===== config.mk =====
export PLATFORM = sky130hd
export DESIGN_NAME = neuron_mac
export DESIGN_NICKNAME = d
export VERILOG_FILES = /design/src/rtl/neuron_pkg.sv /design/src/rtl/neuron_clip.sv /design/src/rtl/neuron_mac.sv
export SDC_FILE = /design/constraint.sdc
export NUM_CORES = 1
export LEC_CHECK = 0
export BUFFER_PORTS_ARGS = -buffer_cell sky130_fd_sc_hd__buf_2
export CAP_MARGIN = 20
export CORE_MARGIN = 1.5
export CORE_UTILIZATION = 56
export CTS_CLUSTER_DIAMETER = 80
export DETAILED_ROUTE_END_ITERATION = 10
export PLACE_DENSITY = 0.79
export SYNTH_ARGS = -nofsm -noshare
export SYNTH_HDL_FRONTEND = slang
export SYNTH_SLANG_ARGS = --single-unit
export TNS_END_PERCENT = 1

===== constraint.sdc =====
create_clock -name clk -period 5 [get_ports clk]
set_input_delay 0 -clock clk [delete_from_list [all_inputs] [get_ports clk]]
set_output_delay 0 -clock clk [all_outputs]
set_load 0.005 [all_outputs]

===== src/rtl/neuron_pkg.sv =====
// Shared types and constants for the neuron pre-activation MAC.
package neuron_pkg;

    localparam int OPND_W   = 8;
    localparam int PROD_W   = 16;
    localparam int BIAS_W   = 16;
    localparam int OUT_W    = 9;
    localparam int CLIP_MAX = 127;
    localparam int CLIP_MIN = -127;

    typedef enum logic [1:0] {
        ST_IDLE,
        ST_ACC,
        ST_OUT
    } state_t;

endpackage


===== src/rtl/neuron_clip.sv =====
// Combinational floor-shift and symmetric clip of the accumulator into the
// 9-bit sigmoid input range; flags when the clip limits were applied.
module neuron_clip
    import neuron_pkg::*;
#(
    parameter int ACC_W     = 20,
    parameter int OUT_SHIFT = 4
) (
    input  logic signed [ACC_W-1:0] acc,
    output logic signed [OUT_W-1:0] x,
    output logic                    clipped
);

    localparam logic signed [ACC_W-1:0] HI = ACC_W'(CLIP_MAX);
    localparam logic signed [ACC_W-1:0] LO = ACC_W'(CLIP_MIN);

    logic signed [ACC_W-1:0] sh;

    always_comb begin
        // arithmetic shift rounds toward negative infinity
        sh      = acc >>> OUT_SHIFT;
        x       = sh[OUT_W-1:0];
        clipped = 1'b0;
        if (sh > HI) begin
            x       = OUT_W'(CLIP_MAX);
            clipped = 1'b1;
        end else if (sh < LO) begin
            x       = OUT_W'(CLIP_MIN);
            clipped = 1'b1;
        end
    end

endmodule


===== src/rtl/neuron_mac.sv =====
// Neuron pre-activation MAC: bias + sum(a*w), wrapped at ACC_W, shifted and clipped.
// Define NEURON_MAC_SAT_CNT_EN to add the saturating clip counter port sat_cnt.
module neuron_mac
    import neuron_pkg::*;
#(
    parameter int ACC_W     = 20,
    parameter int OUT_SHIFT = 4
) (
    input  logic                     clk,
    input  logic                     rst_n,
    input  logic                     in_valid,
    output logic                     in_ready,
    input  logic signed [OPND_W-1:0] in_a,
    input  logic signed [OPND_W-1:0] in_w,
    input  logic                     in_last,
    input  logic signed [BIAS_W-1:0] bias,
    output logic                     out_valid,
    input  logic                     out_ready,
    output logic signed [OUT_W-1:0]  out_x,
`ifdef NEURON_MAC_SAT_CNT_EN
    output logic [15:0]              sat_cnt,
`endif
    output logic                     busy
);

    state_t                  state, state_nxt;
    logic signed [ACC_W-1:0] acc, base, acc_nxt;
    logic signed [PROD_W-1:0] prod;
    logic signed [OUT_W-1:0] clip_x;
    logic                    clip_hit;
    logic                    beat;

    assign in_ready  = (state != ST_OUT) || out_ready;
    assign beat      = in_valid && in_ready;
    assign out_valid = (state == ST_OUT);
    assign busy      = (state != ST_IDLE);

    // Any beat outside ACC starts a new neuron, so bias replaces the old sum.
    always_comb begin
        prod    = in_a * in_w;
        base    = (state == ST_ACC) ? acc
                                    : {{(ACC_W-BIAS_W){bias[BIAS_W-1]}}, bias};
        acc_nxt = base + {{(ACC_W-PROD_W){prod[PROD_W-1]}}, prod};
    end

    neuron_clip #(
        .ACC_W    (ACC_W),
        .OUT_SHIFT(OUT_SHIFT)
    ) u_clip (
        .acc    (acc_nxt),
        .x      (clip_x),
        .clipped(clip_hit)
    );

    always_comb begin
        state_nxt = state;
        if (state == ST_OUT && out_ready)
            state_nxt = ST_IDLE;
        if (beat)
            state_nxt = in_last ? ST_OUT : ST_ACC;
    end

    always_ff @(posedge clk or negedge rst_n) begin
        if (!rst_n) begin
            state <= ST_IDLE;
            acc   <= '0;
            out_x <= '0;
        end else begin
            state <= state_nxt;
            if (beat)
                acc <= acc_nxt;
            if (beat && in_last)
                out_x <= clip_x;
        end
    end

`ifdef NEURON_MAC_SAT_CNT_EN
    always_ff @(posedge clk or negedge rst_n) begin
        if (!rst_n)
            sat_cnt <= '0;
        else if (beat && in_last && clip_hit && sat_cnt != 16'hFFFF)
            sat_cnt <= sat_cnt + 16'd1;
    end
`endif

endmodule

Word level (Yosys, flattened, before mapping)
Index checks and enable logic that the tools add are counted.
{"block": "totals", "ff_bits": 31, "in_bits": 37, "word_cells": 22}
{"block": "op_classes", "addsub": 1, "multipliers": 1, "n_lt_le_gt_ge": 2, "eq_ne": 3, "mux": 6, "n_reduce_logical": 6}
{"cell": "20-bit adder", "count": 1}
{"cell": "20-bit two-way mux", "count": 1}
{"cell": "9-bit two-way mux", "count": 2}
{"cell": "16-bit by 8-bit greater-than comparator with 1-bit output (second input constant)", "count": 1}
{"cell": "16-bit by 8-bit < comparator with 1-bit output (second input constant)", "count": 1}
{"cell": "8-bit by 8-bit multiplier with 16-bit output", "count": 1}
{"cell": "2-bit two-way mux", "count": 3}
{"cell": "2-bit nonzero test", "count": 2}
{"cell": "1-bit logical AND", "count": 3}
{"cell": "2-bit by 1-bit equality test with 1-bit output (second input constant)", "count": 1}
{"cell": "2-bit equality test (second input constant)", "count": 1}
{"cell": "2-bit inequality test (second input constant)", "count": 1}
{"cell": "1-bit logical OR", "count": 1}

Logic depth before layout (Yosys ltp)
{"block": "depth", "ltp_word": 6, "mapped_depth": 30}

Cells and area by module
Synthesis repeated with hierarchy kept, for this count alone.
{"block": "hier_totals", "hier_cells": 567, "hier_area_um2": 5144.9}
{"module": "neuron_mac", "n_inst": 1, "cells_each": 539, "area_each_um2": 4962.3, "seq_area_each_um2": 775.7}
{"module": "neuron_clip", "n_inst": 1, "cells_each": 28, "area_each_um2": 182.7, "seq_area_each_um2": 0.0}

Worst setup path after synthesis
OpenSTA, ideal clock, no wires.
{"block": "synth_path", "kind": "input to register", "start": "input port in_w[4]", "end": "register out_x[1]", "arrival_ps": 6573, "path_slack_ps": -1651, "cell_stages": 28, "path_buffers": 0, "cell_sequence": "and2_1 > fa_1 > inv_1 > fa_1 > inv_1 > fa_1 > inv_1 > fa_1 > inv_1 > ha_1 > a21oi_1 > o21ai_0 > a21oi_1 > nor2b_1 > o21a_1 > nor2_1 > xnor2_1 > ha_1 > nand2_1 > or4b_1 > o211a_1 > o211ai_1 > nor4_1 > or4_4 > or4_4 > o41ai_4 > nand2_1 > a21oi_1"}
{"block": "synth_between", "elab_chain_len": 5, "elab_cells_between_ends": 6, "classes_between": "add/sub: 1; mul: 1; order compare: 2; mux: 2"}
{"element": "start, declared", "line": "neuron_mac.sv:14", "rtl": "input logic signed [OPND_W-1:0] in_w,"}
{"element": "8-bit by 8-bit multiplier with 16-bit output (*)", "line": "neuron_mac.sv:40", "rtl": "prod = in_a * in_w;"}
{"element": "20-bit adder (*)", "line": "neuron_mac.sv:43", "rtl": "acc_nxt = base + {{(ACC_W-PROD_W){prod[PROD_W-1]}}, prod};"}
{"element": "16-bit by 8-bit < comparator with 1-bit output", "line": "neuron_clip.sv:27", "rtl": "end else if (sh < LO) begin"}
{"element": "9-bit two-way mux", "line": "neuron_clip.sv:27"}
{"element": "9-bit two-way mux (*)", "line": "neuron_clip.sv:24", "rtl": "if (sh > HI) begin"}
{"element": "end signal, assigned", "line": "neuron_mac.sv:73", "rtl": "out_x <= clip_x;"}
{"element": "end, declared", "line": "neuron_mac.sv:19", "rtl": "output logic signed [OUT_W-1:0] out_x,"}
Every way passes the cells marked *; elsewhere a longest branch is shown, timed or not.
A chain may end at the register's enable or synchronous reset.

Worst setup path in the final report
{"block": "layout_path", "start": "input port in_a[5]", "end": "register out_x[6]"}
{"block": "layout_between", "elab_chain_len": 5, "elab_cells_between_ends": 6, "classes_between": "add/sub: 1; mul: 1; order compare: 2; mux: 2"}
{"element": "start, declared", "line": "neuron_mac.sv:13", "rtl": "input logic signed [OPND_W-1:0] in_a,"}
{"element": "8-bit by 8-bit multiplier with 16-bit output (*)", "line": "neuron_mac.sv:40"}
{"element": "20-bit adder (*)", "line": "neuron_mac.sv:43"}
{"element": "16-bit by 8-bit < comparator with 1-bit output", "line": "neuron_clip.sv:27"}
{"element": "9-bit two-way mux", "line": "neuron_clip.sv:27"}
{"element": "9-bit two-way mux (*)", "line": "neuron_clip.sv:24"}
Marks and branches as above.

==> flow_summary.toml <==
[clock_network]
clkTransAtPathRegs_ps = 80
clock_tree.buffer_depth = 2
clk-insertion-delay-late_ps = 300
numClockSinks = 31
cts_made_buffers = 5
clock_tree.root_cell = "sky130_fd_sc_hd__clkbuf_8"
tritoncts = "built"
total_number_of_h_tree_levels = 2

[logic_synthesis]
synth_ff_type = "sky130_fd_sc_hd__dfrtp_1"
post_synth_mux_area_share_pct = 6.32
mappedNetlistArea_um2 = 5150
ys_seq_elements = 31
synth_enable_flop_cells = 0
synth_cells = 575
netlist-cell-type-count = 58
ys_async_sr_fraction_pct = 100
synth.yosys.warnings = 0
synth_fa_ha_area_share_pct = 33.2
number_of_nets_produced_by_synthesis = 715
compound_cell_area_share_of_the_yosys_netlist_pct = 14.8
yosys.area_share.xor_xnor_pct = 5.91
postSynthAreaPerCell_um2 = 8.95
synth-seq-area-share_pct = 15.1
synth_simple_gate_area_share_pct = 17.0
dominant_combinational_cell_family_by_area_after_synthesis = "adder cells"

[global_routing]
largest_net_degree_at_the_start_of_global_routing = 32
number_of_antenna_violations_at_the_first_check_in_global_routing = 0
vias_in_the_first_global_route = 4794
globalRoute.totalOverflow = 0
grt_pass1_wl_um = 21900
global_route.usage.total_pct = 27.9

[final_layout]
layout-drive-gt1-share_pct = 34.8
postLayoutCoreUtil_pct = 76.5
final_cell_count_no_fill = 855
fillers = 580
areaGrowthSynthToFinish_pct = 30.8
layout.area.seq_um2 = 776
antenna_cells_inserted = 0
multi_input_area_um2 = 4190
nets = 886
layout_common_cells = "125 x sky130_fd_sc_hd__buf_4, 91 x sky130_fd_sc_hd__inv_1, 54 x sky130_fd_sc_hd__fa_1"
layout.cells.most_common = "sky130_fd_sc_hd__buf_4"

[sta]
rsz0062_at_grt = "yes"
maxClockFrequency_mhz = 154
slew_viol_final = 0
final_setup_fails = 15
final.min_clock_period_ps = 6480
min_period_over_period_pct = 130
fin_hold_ws_ps = 145
final_hold_viol_count = 0
maxSlewHeadroom_pct = 48.7
totalNegativeSetupSlack_ps = -14980
worst_pin_slew_ps = 767
fin_ws_ps = -1480
worst_setup_skew_after_layout_ps = 7.30

[place]
hpwl_um = 10900
post-place-cells = 840
numPortBuffers = 48
placer_congestion = 0.950

[hold_path]
whs_path_depth = 5
holdPathEnd = "acc[0]$_DFFE_PN0P_"
worst_hold_path_type = "input pin to flop"
worstHoldStart = "bias[0]"

[detailed_routing]
wl_per_instance_um = 15.7
drt_iter0_drc = 345
num_vias = 4810
route.detailed.vias_per_inst = 5.63
detailedRoute.firstPassIterationCount = 9
ant_nets = 0
finalWirelength_um = 13400
post-route-drc-count = 3

[critical_path]
setup.worst_path.start_class = "input pin"
max_stage_delay_ps = 560
critPathSlowestCell = "sky130_fd_sc_hd__or4_4"
critical_path.endpoint_type = "flop"
worst-r2r-setup-slack_ps = 160
critPathRequiredTime_ps = 5220
worstPathArrival_ps = 6700
critPathMostFrequentCell = "sky130_fd_sc_hd__fa_1"
reg2regPathDepth = 15
criticalPathCategory = "input pin to flop"
critPathMaxFanout = 6
path_delay_family = "adder cells"
worstReg2RegEnd = "out_x[6]$_DFFE_PN0P_"
worst-path-buf-inv = 6
reg2reg_from = "state[0]$_DFFE_PN0P_"

[floorplanning]
dieWidth_um = 98.9
placementRows = 34
floorplan.io_pins = 49
die-area_um2 = 9780
die_height_um = 98.9
coreArea_um2 = 8810
initial_utilization_pct = 58.5

[status]
status = "finished, violations left"
violations = "DRC, setup timing"

[job]
maxCapViolCount = 0
-- how the worst max path moves through the flow --
stage,startpoint,endpoint,cells past startpoint
2_1_floorplan,in_w[2],out_x[1]$_DFFE_PN0P_,28
3_3_place_gp,in_w[2],out_x[1]$_DFFE_PN0P_,29
3_5_place_dp,in_w[3],out_x[6]$_DFFE_PN0P_,30
4_1_cts,in_a[5],out_x[4]$_DFFE_PN0P_,30
5_1_grt,in_a[5],out_x[4]$_DFFE_PN0P_,30
6_report,in_a[5],out_x[6]$_DFFE_PN0P_,30
-- Yosys cell counts (7+ instances only) --
master / count / area share [%]
sky130_fd_sc_hd__a21oi_1: 33 / 3.2
sky130_fd_sc_hd__a21o_1: 9 / 1.3
sky130_fd_sc_hd__inv_1: 94 / 6.9
sky130_fd_sc_hd__dfrtp_1: 31 / 15
sky130_fd_sc_hd__o21a_1: 7 / 1.0
sky130_fd_sc_hd__o21ai_0: 22 / 2.1
sky130_fd_sc_hd__ha_1: 47 / 11
sky130_fd_sc_hd__nand2_1: 45 / 3.3
sky130_fd_sc_hd__mux2_2: 28 / 6.1
sky130_fd_sc_hd__fa_1: 56 / 22
sky130_fd_sc_hd__nor4_1: 8 / 0.97
sky130_fd_sc_hd__nor2b_1: 12 / 1.5
sky130_fd_sc_hd__nor2_1: 22 / 1.6
sky130_fd_sc_hd__and2_1: 45 / 5.5
sky130_fd_sc_hd__xnor2_1: 27 / 4.6
-- cell families after synthesis --
family	Yosys count
and+or+nand+nor	164
xor gates and xnor gates	33
adders and majority gates	103
DFF	31
muxes	29
buffers and inverters	102
AOI/OAI and AO/OA	113
-- sequential cells by signal (all words and copies together), names as in the netlist --
signal,count
acc,20
out_x,9
state,2
-- per-stage QoR --
step	setup WS [ps]	instance area [µm²]
2_1_floorplan	-1500	5180
3_3_place_gp	-1730	6390
4_1_cts	-1370	6640
5_1_grt	-1660	6740
6_report	-1480	6740
3_5_place_dp	-1950	6390
-- final cells by class --
| type | instances | area share, % |
|---|---|---|
| Multi-Input combinational cell | 442 | 62.2 |
| Timing Repair Buffer | 172 | 17.7 |
| Sequential cell | 31 | 11.5 |
| Inverter | 94 | 5.24 |
| Tap cell | 108 | 2.01 |
| Clock buffer | 5 | 1.02 |
| Clock inverter | 3 | 0.297 |
-- routing by layer --
layer / share of wire, % / wire (µm) / track usage, % / up-vias
li1: - / - / - / 2268
met1: 43 / 5730 / 38.1 / 2340
met2: 49 / 6610 / 47.0 / 156
met3: 5.7 / 762 / 3.76 / 46
met4: 2.5 / 338 / 7.03 / 0
met5: 0 / 0 / 0 / -
-- tightest hold or removal path: stages --
cell                      delay, ps
sky130_fd_sc_hd__buf_2           70
sky130_fd_sc_hd__mux2_2         130
sky130_fd_sc_hd__ha_1           120
sky130_fd_sc_hd__nand2_1         40
sky130_fd_sc_hd__nand2_1         40
-- timing repair --
item / CTS / global route
endpoints found under the setup margin: 16 / 18
hold buffers: 3 / 0
pin swaps: 25 / 7
hold endpoints to repair: 32 / 0
buffers inserted: 4 / 0
cloned: 0 / 0
resized for setup: 23 / 21
Power is left out: the tool's default activity adds up to more than one toggle a clock period on the data nets, which glitch-free logic cannot reach.
